$ cat src/rtl/gobang_pkg.sv
// Shared constants, command/winner encodings, FSM states and board helpers
// for the gobang game controller.
package gobang_pkg;

  localparam int N       = 15;
  localparam int CELLS   = N * N;
  localparam int CENTER  = 7;
  localparam int WIN_LEN = 5;

  localparam logic [2:0] CMD_NOP     = 3'd0;
  localparam logic [2:0] CMD_UP      = 3'd1;
  localparam logic [2:0] CMD_DOWN    = 3'd2;
  localparam logic [2:0] CMD_LEFT    = 3'd3;
  localparam logic [2:0] CMD_RIGHT   = 3'd4;
  localparam logic [2:0] CMD_PLACE   = 3'd5;
  localparam logic [2:0] CMD_RESTART = 3'd6;

  localparam logic [1:0] WINNER_NONE  = 2'b00;
  localparam logic [1:0] WINNER_BLACK = 2'b01;
  localparam logic [1:0] WINNER_WHITE = 2'b10;
  localparam logic [1:0] WINNER_DRAW  = 2'b11;

  typedef enum logic [1:0] {
    ST_IDLE  = 2'd0,
    ST_CHECK = 2'd1,
    ST_DONE  = 2'd2
  } state_t;

  typedef struct packed {
    logic signed [1:0] dr;
    logic signed [1:0] dc;
  } delta_t;

  // d0 horizontal, d1 vertical, d2 diagonal, d3 anti-diagonal
  function automatic delta_t dir_delta(input logic [1:0] dir);
    delta_t d;
    case (dir)
      2'd0:    begin d.dr = 2'sd0; d.dc = 2'sd1;  end
      2'd1:    begin d.dr = 2'sd1; d.dc = 2'sd0;  end
      2'd2:    begin d.dr = 2'sd1; d.dc = 2'sd1;  end
      default: begin d.dr = 2'sd1; d.dc = -2'sd1; end
    endcase
    return d;
  endfunction

  function automatic logic [7:0] idx(input logic [3:0] row, input logic [3:0] col);
    return 8'(row) * 8'(N) + 8'(col);
  endfunction

endpackage

$ cat src/rtl/gobang_if.sv
// Decoded keyboard command channel from the PS2 front end.
interface gobang_if;
  logic       cmd_valid;
  logic [2:0] cmd;

  modport master (output cmd_valid, output cmd);
  modport slave  (input  cmd_valid, input  cmd);
endinterface

$ cat src/rtl/gobang_probe.sv
// Combinational probe address: anchor + k*side*dir, with board bounds test.
module gobang_probe
  import gobang_pkg::*;
(
  input  logic [3:0] anchor_row,
  input  logic [3:0] anchor_col,
  input  logic [1:0] dir,
  input  logic       side,
  input  logic [2:0] k,
  output logic [7:0] probe_idx,
  output logic       in_bounds
);

  localparam logic signed [4:0] MAX_RC = 5'(N - 1);

  delta_t            d;
  logic signed [4:0] step_k;
  logic signed [4:0] dr5;
  logic signed [4:0] dc5;
  logic signed [4:0] pr;
  logic signed [4:0] pc;

  // Off-board coordinates (up to 18) wrap negative in 5 bits, so the sign test catches them.
  always_comb begin
    d         = dir_delta(dir);
    dr5       = {{3{d.dr[1]}}, d.dr};
    dc5       = {{3{d.dc[1]}}, d.dc};
    step_k    = side ? -$signed({2'b00, k}) : $signed({2'b00, k});
    pr        = $signed({1'b0, anchor_row}) + step_k * dr5;
    pc        = $signed({1'b0, anchor_col}) + step_k * dc5;
    in_bounds = (pr >= 5'sd0) && (pr <= MAX_RC) && (pc >= 5'sd0) && (pc <= MAX_RC);
    probe_idx = idx(pr[3:0], pc[3:0]);
  end

endmodule

$ cat src/rtl/gobang_game_ctrl.sv
// Gobang game state: cursor, stone bitmaps, turn order and a one-probe-per-cycle
// five-in-a-row search around the last placed stone.
module gobang_game_ctrl
  import gobang_pkg::*;
(
  input  logic             clk,
  input  logic             rst,
  gobang_if.slave          cmd_if,
  output logic [CELLS-1:0] display_black,
  output logic [CELLS-1:0] display_white,
  output logic [3:0]       choose_row,
  output logic [3:0]       choose_col,
  output logic             turn,
  output logic             busy,
  output logic             reject,
  output logic             game_over,
  output logic [1:0]       winner
);

  localparam logic [2:0] K_LAST  = 3'd4;
  localparam logic [2:0] RUN_WIN = 3'(WIN_LEN - 1);
  localparam logic [3:0] EDGE    = 4'(N - 1);

  state_t     state_q, state_d;
  logic [3:0] anchor_row, anchor_col;
  logic [1:0] dir;
  logic       side;
  logic [2:0] k, run, run_inc;
  logic [7:0] count;
  logic       win_q;
  logic [7:0] cur_idx, probe_idx;
  logic       probe_in, occupied, hit, side_end, win_hit;
  logic       cmd_restart, idle_cmd;

  gobang_probe u_probe (
    .anchor_row (anchor_row),
    .anchor_col (anchor_col),
    .dir        (dir),
    .side       (side),
    .k          (k),
    .probe_idx  (probe_idx),
    .in_bounds  (probe_in)
  );

  always_comb begin
    cur_idx     = idx(choose_row, choose_col);
    occupied    = display_black[cur_idx] | display_white[cur_idx];
    hit         = probe_in && (turn ? display_white[probe_idx] : display_black[probe_idx]);
    run_inc     = run + 3'd1;
    win_hit     = hit && (run_inc >= RUN_WIN);
    side_end    = !hit || (k == K_LAST);
    cmd_restart = cmd_if.cmd_valid && (cmd_if.cmd == CMD_RESTART);
    idle_cmd    = cmd_if.cmd_valid && (state_q == ST_IDLE) && !game_over;
  end

  always_ff @(posedge clk) begin
    if (rst) state_q <= ST_IDLE;
    else     state_q <= state_d;
  end

  always_comb begin
    state_d = state_q;
    if (cmd_restart) begin
      state_d = ST_IDLE;
    end else begin
      case (state_q)
        ST_IDLE:  if (idle_cmd && cmd_if.cmd == CMD_PLACE && !occupied) state_d = ST_CHECK;
        ST_CHECK: if (win_hit || (side_end && side && dir == 2'd3)) state_d = ST_DONE;
        ST_DONE:  state_d = ST_IDLE;
        default:  state_d = ST_IDLE;
      endcase
    end
  end

  always_comb begin
    busy = (state_q != ST_IDLE);
  end

  always_ff @(posedge clk) begin
    if (rst || cmd_restart) begin
      display_black <= '0;
      display_white <= '0;
      choose_row    <= 4'(CENTER);
      choose_col    <= 4'(CENTER);
      turn          <= 1'b0;
      reject        <= 1'b0;
      game_over     <= 1'b0;
      winner        <= WINNER_NONE;
      count         <= 8'd0;
      win_q         <= 1'b0;
      anchor_row    <= 4'd0;
      anchor_col    <= 4'd0;
      dir           <= 2'd0;
      side          <= 1'b0;
      k             <= 3'd1;
      run           <= 3'd0;
    end else begin
      reject <= 1'b0;
      case (state_q)
        ST_IDLE: begin
          if (idle_cmd) begin
            case (cmd_if.cmd)
              CMD_UP:    choose_row <= (choose_row == 4'd0) ? EDGE : choose_row - 4'd1;
              CMD_DOWN:  choose_row <= (choose_row == EDGE) ? 4'd0 : choose_row + 4'd1;
              CMD_LEFT:  choose_col <= (choose_col == 4'd0) ? EDGE : choose_col - 4'd1;
              CMD_RIGHT: choose_col <= (choose_col == EDGE) ? 4'd0 : choose_col + 4'd1;
              CMD_PLACE: begin
                if (occupied) begin
                  reject <= 1'b1;
                end else begin
                  if (turn) display_white[cur_idx] <= 1'b1;
                  else      display_black[cur_idx] <= 1'b1;
                  count      <= count + 8'd1;
                  anchor_row <= choose_row;
                  anchor_col <= choose_col;
                  dir        <= 2'd0;
                  side       <= 1'b0;
                  k          <= 3'd1;
                  run        <= 3'd0;
                  win_q      <= 1'b0;
                end
              end
              default: ;
            endcase
          end
        end
        ST_CHECK: begin
          // run accumulates across both sides of a direction and restarts per direction
          if (win_hit) begin
            win_q <= 1'b1;
          end else if (side_end) begin
            k <= 3'd1;
            if (hit) run <= run_inc;
            if (side) begin
              side <= 1'b0;
              dir  <= dir + 2'd1;
              run  <= 3'd0;
            end else begin
              side <= 1'b1;
            end
          end else begin
            run <= run_inc;
            k   <= k + 3'd1;
          end
        end
        ST_DONE: begin
          if (win_q) begin
            game_over <= 1'b1;
            winner    <= turn ? WINNER_WHITE : WINNER_BLACK;
          end else if (count == 8'(CELLS)) begin
            game_over <= 1'b1;
            winner    <= WINNER_DRAW;
          end else begin
            turn <= ~turn;
          end
        end
        default: ;
      endcase
    end
  end

endmodule

$ cat src/flat_wrapper.sv
// flat-port wrapper written by rule: the top's interface ports become plain ports
module gobang_game_ctrl_flat import gobang_pkg::*;
  (clk, rst, display_black, display_white, choose_row, choose_col, turn, busy, reject, game_over, winner, cmd_if_cmd_valid, cmd_if_cmd);
  gobang_if cmd_if_i ();
  input  logic clk;
  input  logic rst;
  output logic [CELLS-1:0] display_black;
  output logic [CELLS-1:0] display_white;
  output logic [3:0] choose_row;
  output logic [3:0] choose_col;
  output logic turn;
  output logic busy;
  output logic reject;
  output logic game_over;
  output logic [1:0] winner;
  input wire logic [$bits(cmd_if_i.cmd_valid)-1:0] cmd_if_cmd_valid;
  input wire logic [$bits(cmd_if_i.cmd)-1:0] cmd_if_cmd;
  assign cmd_if_i.cmd_valid = cmd_if_cmd_valid;
  assign cmd_if_i.cmd = cmd_if_cmd;
  gobang_game_ctrl u_core (.clk(clk), .rst(rst), .cmd_if(cmd_if_i), .display_black(display_black), .display_white(display_white), .choose_row(choose_row), .choose_col(choose_col), .turn(turn), .busy(busy), .reject(reject), .game_over(game_over), .winner(winner));
endmodule
$ cat config.mk
export PLATFORM = sky130hd
export DESIGN_NAME = gobang_game_ctrl_flat
export DESIGN_NICKNAME = d
export VERILOG_FILES = /design/src/rtl/gobang_pkg.sv /design/src/rtl/gobang_if.sv /design/src/rtl/gobang_probe.sv /design/src/rtl/gobang_game_ctrl.sv /design/src/flat_wrapper.sv
export SDC_FILE = /design/constraint.sdc
export NUM_CORES = 1
export LEC_CHECK = 0
export ABC_CLOCK_PERIOD_IN_PS = 7000
export CORE_UTILIZATION = 35
export DETAILED_ROUTE_END_ITERATION = 10
export SLEW_MARGIN = 0
export SYNTH_ARGS = -nofsm -noshare
export SYNTH_HDL_FRONTEND = slang
export SYNTH_HIERARCHICAL = 1
export SYNTH_SLANG_ARGS = --single-unit
$ cat constraint.sdc
create_clock -name clk -period 7 [get_ports clk]
set_clock_uncertainty 0.15 [all_clocks]
set_input_delay 1.4 -clock clk [delete_from_list [all_inputs] [get_ports clk]]
set_output_delay 1.4 -clock clk [all_outputs]
set_load 0.05 [all_outputs]
* Word level (Yosys, flattened, before mapping)
Index checks and enable logic that the tools add are counted.
** Cells by class
- Mux-type cells :: 58
- $mul :: 4
- Equal/unequal tests :: 25
- Bitwise operators :: 10
- Reductions and logical operators :: 43
- $lt $le $gt $ge :: 8
- Add/sub/neg operators :: 13
** Operator list (number)
- $or A225 B225 Y225 :: 2
- $mux W3 :: 12
- $bmux W1 S8 :: 4
- $mux W2 :: 11
- $reduce_and A5 Y1 :: 4
- $lt A8 B9 Y1 const B :: 2
- $add A8 B4 Y8 :: 2
- $mul A4 B4 Y8 const B :: 2
- $mux W1 :: 16
- $mux W4 :: 4
- $pmux W4 S2 :: 2
- $logic_and A1 B1 Y1 :: 13
- $eq A3 B3 Y1 const B :: 4
- $pmux W3 S2 :: 2
- $reduce_and A6 Y1 :: 2
- $add A5 B5 Y5 :: 2
- $ge A5 B1 Y1 const B :: 2
- $le A5 B5 Y1 const B :: 2
- $mul A5 B2 Y5 :: 2
- $ne A2 B1 Y1 const B :: 5
- $reduce_bool A2 Y1 :: 5
- $pmux W3 S3 :: 1
- $reduce_and A3 Y1 :: 3
- $add A4 B1 Y4 const B :: 2
- 30 further kinds :: 55
** Storage, ports and cells
- Flip-flop bits (word level) :: 491
- Word-level logic and storage cells :: 178
- Output and inout port bits :: 464
- Input bits :: 6

* Longest topological paths before layout
- Depth in word-level cells :: 17
- Gate-level depth with buffers :: 31
- Mapped depth without buffers :: 30

* Modules after synthesis
The synthesis kept the hierarchy.
** Modules (own cells, without submodules)
- gobang_game_ctrl :: seq. area each 9829.4 um^2, instances 1, area an instance 24312.1 um^2, cells an instance 2490
- gobang_probe :: seq. area each 0.0 um^2, instances 1, area an instance 1174.9 um^2, cells an instance 140

* Least setup slack after synthesis
OpenSTA, ideal clock, no wires.
- Kind :: flip-flop to flip-flop
- Start point :: register u_core.k[0]
- End point :: register u_core.run[1]
- Library setup time :: 116 ps
- Stages on the path, launching flop included :: 27
- Path slack :: 190 ps
- Buffers on the path :: 3
- Arrival :: 6544 ps
- Required time :: 6734 ps
- Cells stage by stage :: dfxtp_1 > inv_1 > ha_1 > mux2i_1 > nor2_1 > ha_1 > ha_1 > inv_1 > fa_1 > fa_1 > inv_1 > fa_1 > inv_1 > fa_1 > inv_1 > clkbuf_1 > clkbuf_1 > buf_2 > mux4_2 > mux2_2 > a221oi_1 > nor3_1 > o2111ai_1 > a32o_1 > mux2_2 > and4_1 > a31o_2
** Between the ends
- Cells in the longest elaborated chain, start to end :: 15
- Elaborated cells on any way between the ends :: 31
** RTL lines
- start, declared :: RTL line gobang_game_ctrl.sv:28 : logic [2:0] k, run, run_inc;
- start signal, assigned :: RTL line gobang_game_ctrl.sv:143 : k <= k + 3'd1;
- $neg A3 Y5 :: RTL line gobang_probe.sv:28 : step_k = side ? -$signed({2'b00, k}) : $signed({2'b00, k});
- $mux W5 * :: RTL line gobang_probe.sv:28
- $mul A5 B2 Y5 :: RTL line gobang_probe.sv:29 : pr = $signed({1'b0, anchor_row}) + step_k * dr5;
- $add A5 B5 Y5 :: RTL line gobang_probe.sv:29
- $mul A4 B4 Y8 :: RTL line gobang_pkg.sv:47 : return 8'(row) * 8'(N) + 8'(col);
- $add A8 B4 Y8 * :: RTL line gobang_pkg.sv:47
- named net u_core.probe_idx[2] :: RTL line gobang_game_ctrl.sv:31 : logic [7:0] cur_idx, probe_idx;
- $bmux W1 S8 :: RTL line gobang_game_ctrl.sv:48 : hit = probe_in && (turn ? display_white[probe_idx] : display_black[probe_idx]);
- $mux W1 (not written as such) :: RTL line gobang_game_ctrl.sv:48
- $mux W1 * :: RTL line gobang_game_ctrl.sv:48
- $logic_and A1 B1 Y1 * :: RTL line gobang_game_ctrl.sv:48
- $logic_not A1 Y1 :: RTL line gobang_game_ctrl.sv:51 : side_end = !hit || (k == K_LAST);
- $logic_or A1 B1 Y1 :: RTL line gobang_game_ctrl.sv:51
- $mux W3 :: RTL line gobang_game_ctrl.sv:131 : end else if (side_end) begin
- $mux W3 :: RTL line gobang_game_ctrl.sv:129 : if (win_hit) begin
- $pmux W3 S2 :: RTL line gobang_game_ctrl.sv:99 : case (state_q)
- end signal, assigned :: RTL line gobang_game_ctrl.sv:133 : if (hit) run <= run_inc;
- end signal, assigned :: RTL line gobang_game_ctrl.sv:142 : run <= run_inc;
- end, declared :: RTL line gobang_game_ctrl.sv:28
The timed path passes the listed nets; every way through them passes the cells marked *. The select of a mux whose other input is x is not followed.
A chain may end at the register's enable or synchronous reset.

* Worst setup path after layout
- Start point :: register u_core.k[1]
- End point :: register u_core.state_q[0]
** Between the ends
- Cells in the longest elaborated chain, start to end :: 17
- Elaborated cells on any way between the ends :: 30
** RTL lines
- $neg A3 Y5 :: RTL line gobang_probe.sv:28
- $mux W5 * :: RTL line gobang_probe.sv:28
- $mul A5 B2 Y5 :: RTL line gobang_probe.sv:29
- $add A5 B5 Y5 :: RTL line gobang_probe.sv:29
- $mul A4 B4 Y8 :: RTL line gobang_pkg.sv:47
- $add A8 B4 Y8 * :: RTL line gobang_pkg.sv:47
- named net u_core.probe_idx[7] :: RTL line gobang_game_ctrl.sv:31
- $bmux W1 S8 :: RTL line gobang_game_ctrl.sv:48
- $mux W1 (not written as such) :: RTL line gobang_game_ctrl.sv:48
- $mux W1 * :: RTL line gobang_game_ctrl.sv:48
- $logic_and A1 B1 Y1 * :: RTL line gobang_game_ctrl.sv:48
- $logic_not A1 Y1 :: RTL line gobang_game_ctrl.sv:51
- $logic_or A1 B1 Y1 :: RTL line gobang_game_ctrl.sv:51
- $logic_and A1 B1 Y1 (2 in a row) :: RTL line gobang_game_ctrl.sv:68 : ST_CHECK: if (win_hit || (side_end && side && dir == 2'd3)) state_d = ST_DONE;
- $logic_or A1 B1 Y1 * :: RTL line gobang_game_ctrl.sv:68
- $ne A2 B1 Y1 (no source line) *
- $reduce_and A2 Y1 (no source line) *
- end signal, assigned :: RTL line gobang_game_ctrl.sv:58 : else state_q <= state_d;
- end, declared :: RTL line gobang_game_ctrl.sv:24 : state_t state_q, state_d;
Marked as above.

==> results.cfg <==
[run_status]
status = finished, final reports clean

[pwr]
switching_power_uw = 2664
seqPwrFrac = 0.353
p_leak_uw = 0.01180
p_int_uw = 5311
pwr-share-comb = 0.275
power.density_nw_per_um2 = 235.5
ir_drop_v = 0.0001831
p_clk_frac = 0.373
switching_share = 0.3340

[finish]
fin_area_um2 = 33860
area_growth_syn_to_layout_pct = 32.84
n_antenna_cell = 0
layout_common_cells = 607 x nand2_1, 489 x dfxtp_1, 469 x clkdlybuf4s50_1
drive_gt1_frac = 0.1804
final_util = 0.4720
fill_cells = 6680
layout.nets = 3193
layout_commonest_cell = nand2_1
instances_no_fill = 4093

[floorplanning]
die_h_um = 271.9
core_um2 = 71730
start_util = 0.3553
fp.dieArea_um2 = 73900
dieWidth_um = 271.9
io_pins = 470
rows = 98

[critical_path]
critical_path.max_fanout = 5
crit_slowest_cell = fa_1
required_ps = 7380
crit_arrival_ps = 7230
startpoint_type = flop
critPathCaptureType = flop
crit_type = flop to flop
crit_top_cell = inv_2
max_stage_delay_ps = 550

[detailed_routing]
drt_iter0_drc = 2996
viasPerCell = 5.924
drc = 0
wire_per_inst_um = 28.40
final_antenna_net_count = 0
num_vias = 24246
drt_first_pass_iters = 6
routed_wl_um = 116200

[synthesis]
synth_area_leader_cell = dfxtp_1
synth_edf_count = 0
synth.ff_latch_count = 491
synth_area_um2 = 25490
syn_avg_cell_area_um2 = 9.691
async_flop_share = 0
synth_area_leaders = dfxtp_1 39%, mux4_2 18%, nand2_1 9.0%, o21ai_1 5.5%, ha_1 3.3%
ys_seq_area_frac = 0.3857
yosysWarnings = 6
syn-num-nets = 2721
synth_cells = 2630
synth_cell_types = 77
synthFlopType = dfxtp_1
yosys.area.top_type_share = 0.3857

[global_route]
grt_pass1_vias = 23058
grt-ovfl-total = 0
grt_pass1_wl_um = 165700
grt_usage = 0.3044
antenna_found_initial = 0
use_met2 = 0.4909
grt_use_met1 = 0.4061
busiest_layer = met2
grt_max_degree = 194
grt_use_met3 = 0.06074

[timing]
setup_viol = 0
hold_viol = 0
slew_headroom = 0.3159
worstMarginPinSlew_ps = 1018
tns_ps = 0
finalMaxSlewViolations = 0
rsz0062_at_grt = yes
max_freq_ghz = 0.1460
fin_hold_ws_ps = 318.5
period_minus_slack_ps = 6851
finalCritPeriodShare = 0.9787

[placed_design]
dp_cells = 3985
gp_congestion = 0.9375
place_hpwl_um = 85330
place_area_um2 = 31680
buffer_ports.inserted = 469

[worst_hold_path]
hold_path.class = flop to flop

[clock_network]
holdBufCountCts = 0
cts_tree = yes
cts_max_level = 2
clkTransAtPathRegs_ps = 60
numCtsBuffers = 53
cts_num_sinks = 491
root_buffer = clkbuf_16
clk_latency_ps = 630
clk_path_buf_depth = 3

[job]
drv_cap = 0
-- Yosys cell counts, types with 4 or more instances --
master / n
a2111oi_0: 9
a211o_1: 5
a211oi_1: 19
a21o_1: 5
a21oi_1: 42
a221oi_1: 11
a22o_1: 12
a22oi_1: 13
a311oi_1: 4
a31oi_1: 13
a41oi_1: 4
and2_1: 15
and3_1: 8
buf_2: 32
buf_4: 10
buf_6: 36
clkbuf_1: 120
dfxtp_1: 491
fa_1: 17
ha_1: 68
inv_1: 63
mux2_2: 12
mux2i_1: 68
mux4_2: 208
nand2_1: 608
nand2b_1: 13
nand3_1: 29
nand4_1: 7
nor2_1: 43
nor2b_1: 12
nor3_1: 12
nor4_1: 5
o211ai_1: 14
o21ai_0: 169
o21ai_1: 281
o21ai_2: 22
o221a_2: 4
o221ai_1: 17
o22ai_1: 5
o31ai_1: 5
or3_1: 8
or4_1: 9
xnor2_1: 16
xor2_1: 7
-- critical path: cells and delay by family (launching register included) --
kind	cells	cell delay, ps
simple gates	7	1190
flops	1	340
fa+ha+maj	8	3020
mux	1	180
buf+inv	6	440
compound gates	8	1460
-- power by group through the flow --
stage,logic [uW],registers [uW],clock network (uW)
global placement,2060,2870,0
detailed placement,2080,2870,0
CTS,2110,2810,2990
floorplan,1200,2880,0
finish,2190,2810,2970
global route,2270,2810,3110
-- cell type report --
| type | count | area [um^2] | share of cell area |
|---|---|---|---|
| multi-input combinational | 1876 | 14700 | 0.4343 |
| timing repair buffer | 617 | 6075 | 0.1794 |
| clock buffer | 72 | 1508 | 0.04453 |
| tap | 950 | 1189 | 0.03511 |
| clock inverter | 24 | 314.1 | 0.009276 |
| inverter | 63 | 236.5 | 0.006984 |
| sequential | 491 | 9832 | 0.2904 |
-- through the flow --
| step | worst slack, ps | power [uW] |
|---|---|---|
| after floorplan | 190.1 | 4080 |
| after global placement | -478.7 | 4930 |
| after detailed placement | -393.6 | 4952 |
| after CTS | 27.50 | 7910 |
| after global routing | -86.31 | 8193 |
| final | 149.2 | 7974 |
-- final timing paths --
path,depth (start not counted),slack (ps),endpoint,from
worst min register to register,2,320,u_core/anchor_col[3]$_SDFFE_PP0P_,u_core/anchor_col[3]$_SDFFE_PP0P_
worst max register to register,30,150,u_core/state_q[0]$_SDFFE_PP0P_,u_core/k[1]$_SDFFE_PP0P_
worst min-delay path,2,320,u_core/anchor_col[3]$_SDFFE_PP0P_,u_core/anchor_col[3]$_SDFFE_PP0P_
worst max-delay path,30,150,u_core/state_q[0]$_SDFFE_PP0P_,u_core/k[1]$_SDFFE_PP0P_
-- routing by layer --
metal  vias up  wire length (um)
met4         0              4060
met3       213             11120
li1      10504                 -
met5         -                 0
met2      1433             54380
met1     12096             46680
-- cells by family after synthesis --
| kind of cell | after synthesis | share of synthesized area |
|---|---|---|
| and+or+nand+nor | 795 | 0.1318 |
| AOI/OAI and AO/OA | 683 | 0.1590 |
| DFF | 491 | 0.3857 |
| muxes | 288 | 0.2158 |
| buffers and inverters | 264 | 0.05253 |
| adders and majority gates | 85 | 0.04674 |
| xor gates and xnor gates | 24 | 0.008542 |
-- flip-flops by register name, indices dropped and copies added (netlist names), 2 cells and up --
| register | count |
|---|---|
| u_core/count | 8 |
| u_core/state_q | 2 |
| u_core/choose_row | 4 |
| u_core/winner | 2 |
| u_core/display_black | 225 |
| u_core/anchor_row | 4 |
| u_core/choose_col | 4 |
| u_core/dir | 2 |
| u_core/anchor_col | 4 |
| u_core/k | 3 |
| u_core/display_white | 225 |
| u_core/run | 3 |
-- what timing repair did --
item	CTS	global route
resized for setup	16	47
endpoints found under the setup margin	11	12
buffers inserted	4	7
pin swaps	2	28
gates cloned	0	1
Power figures use the tool's default switching activity.
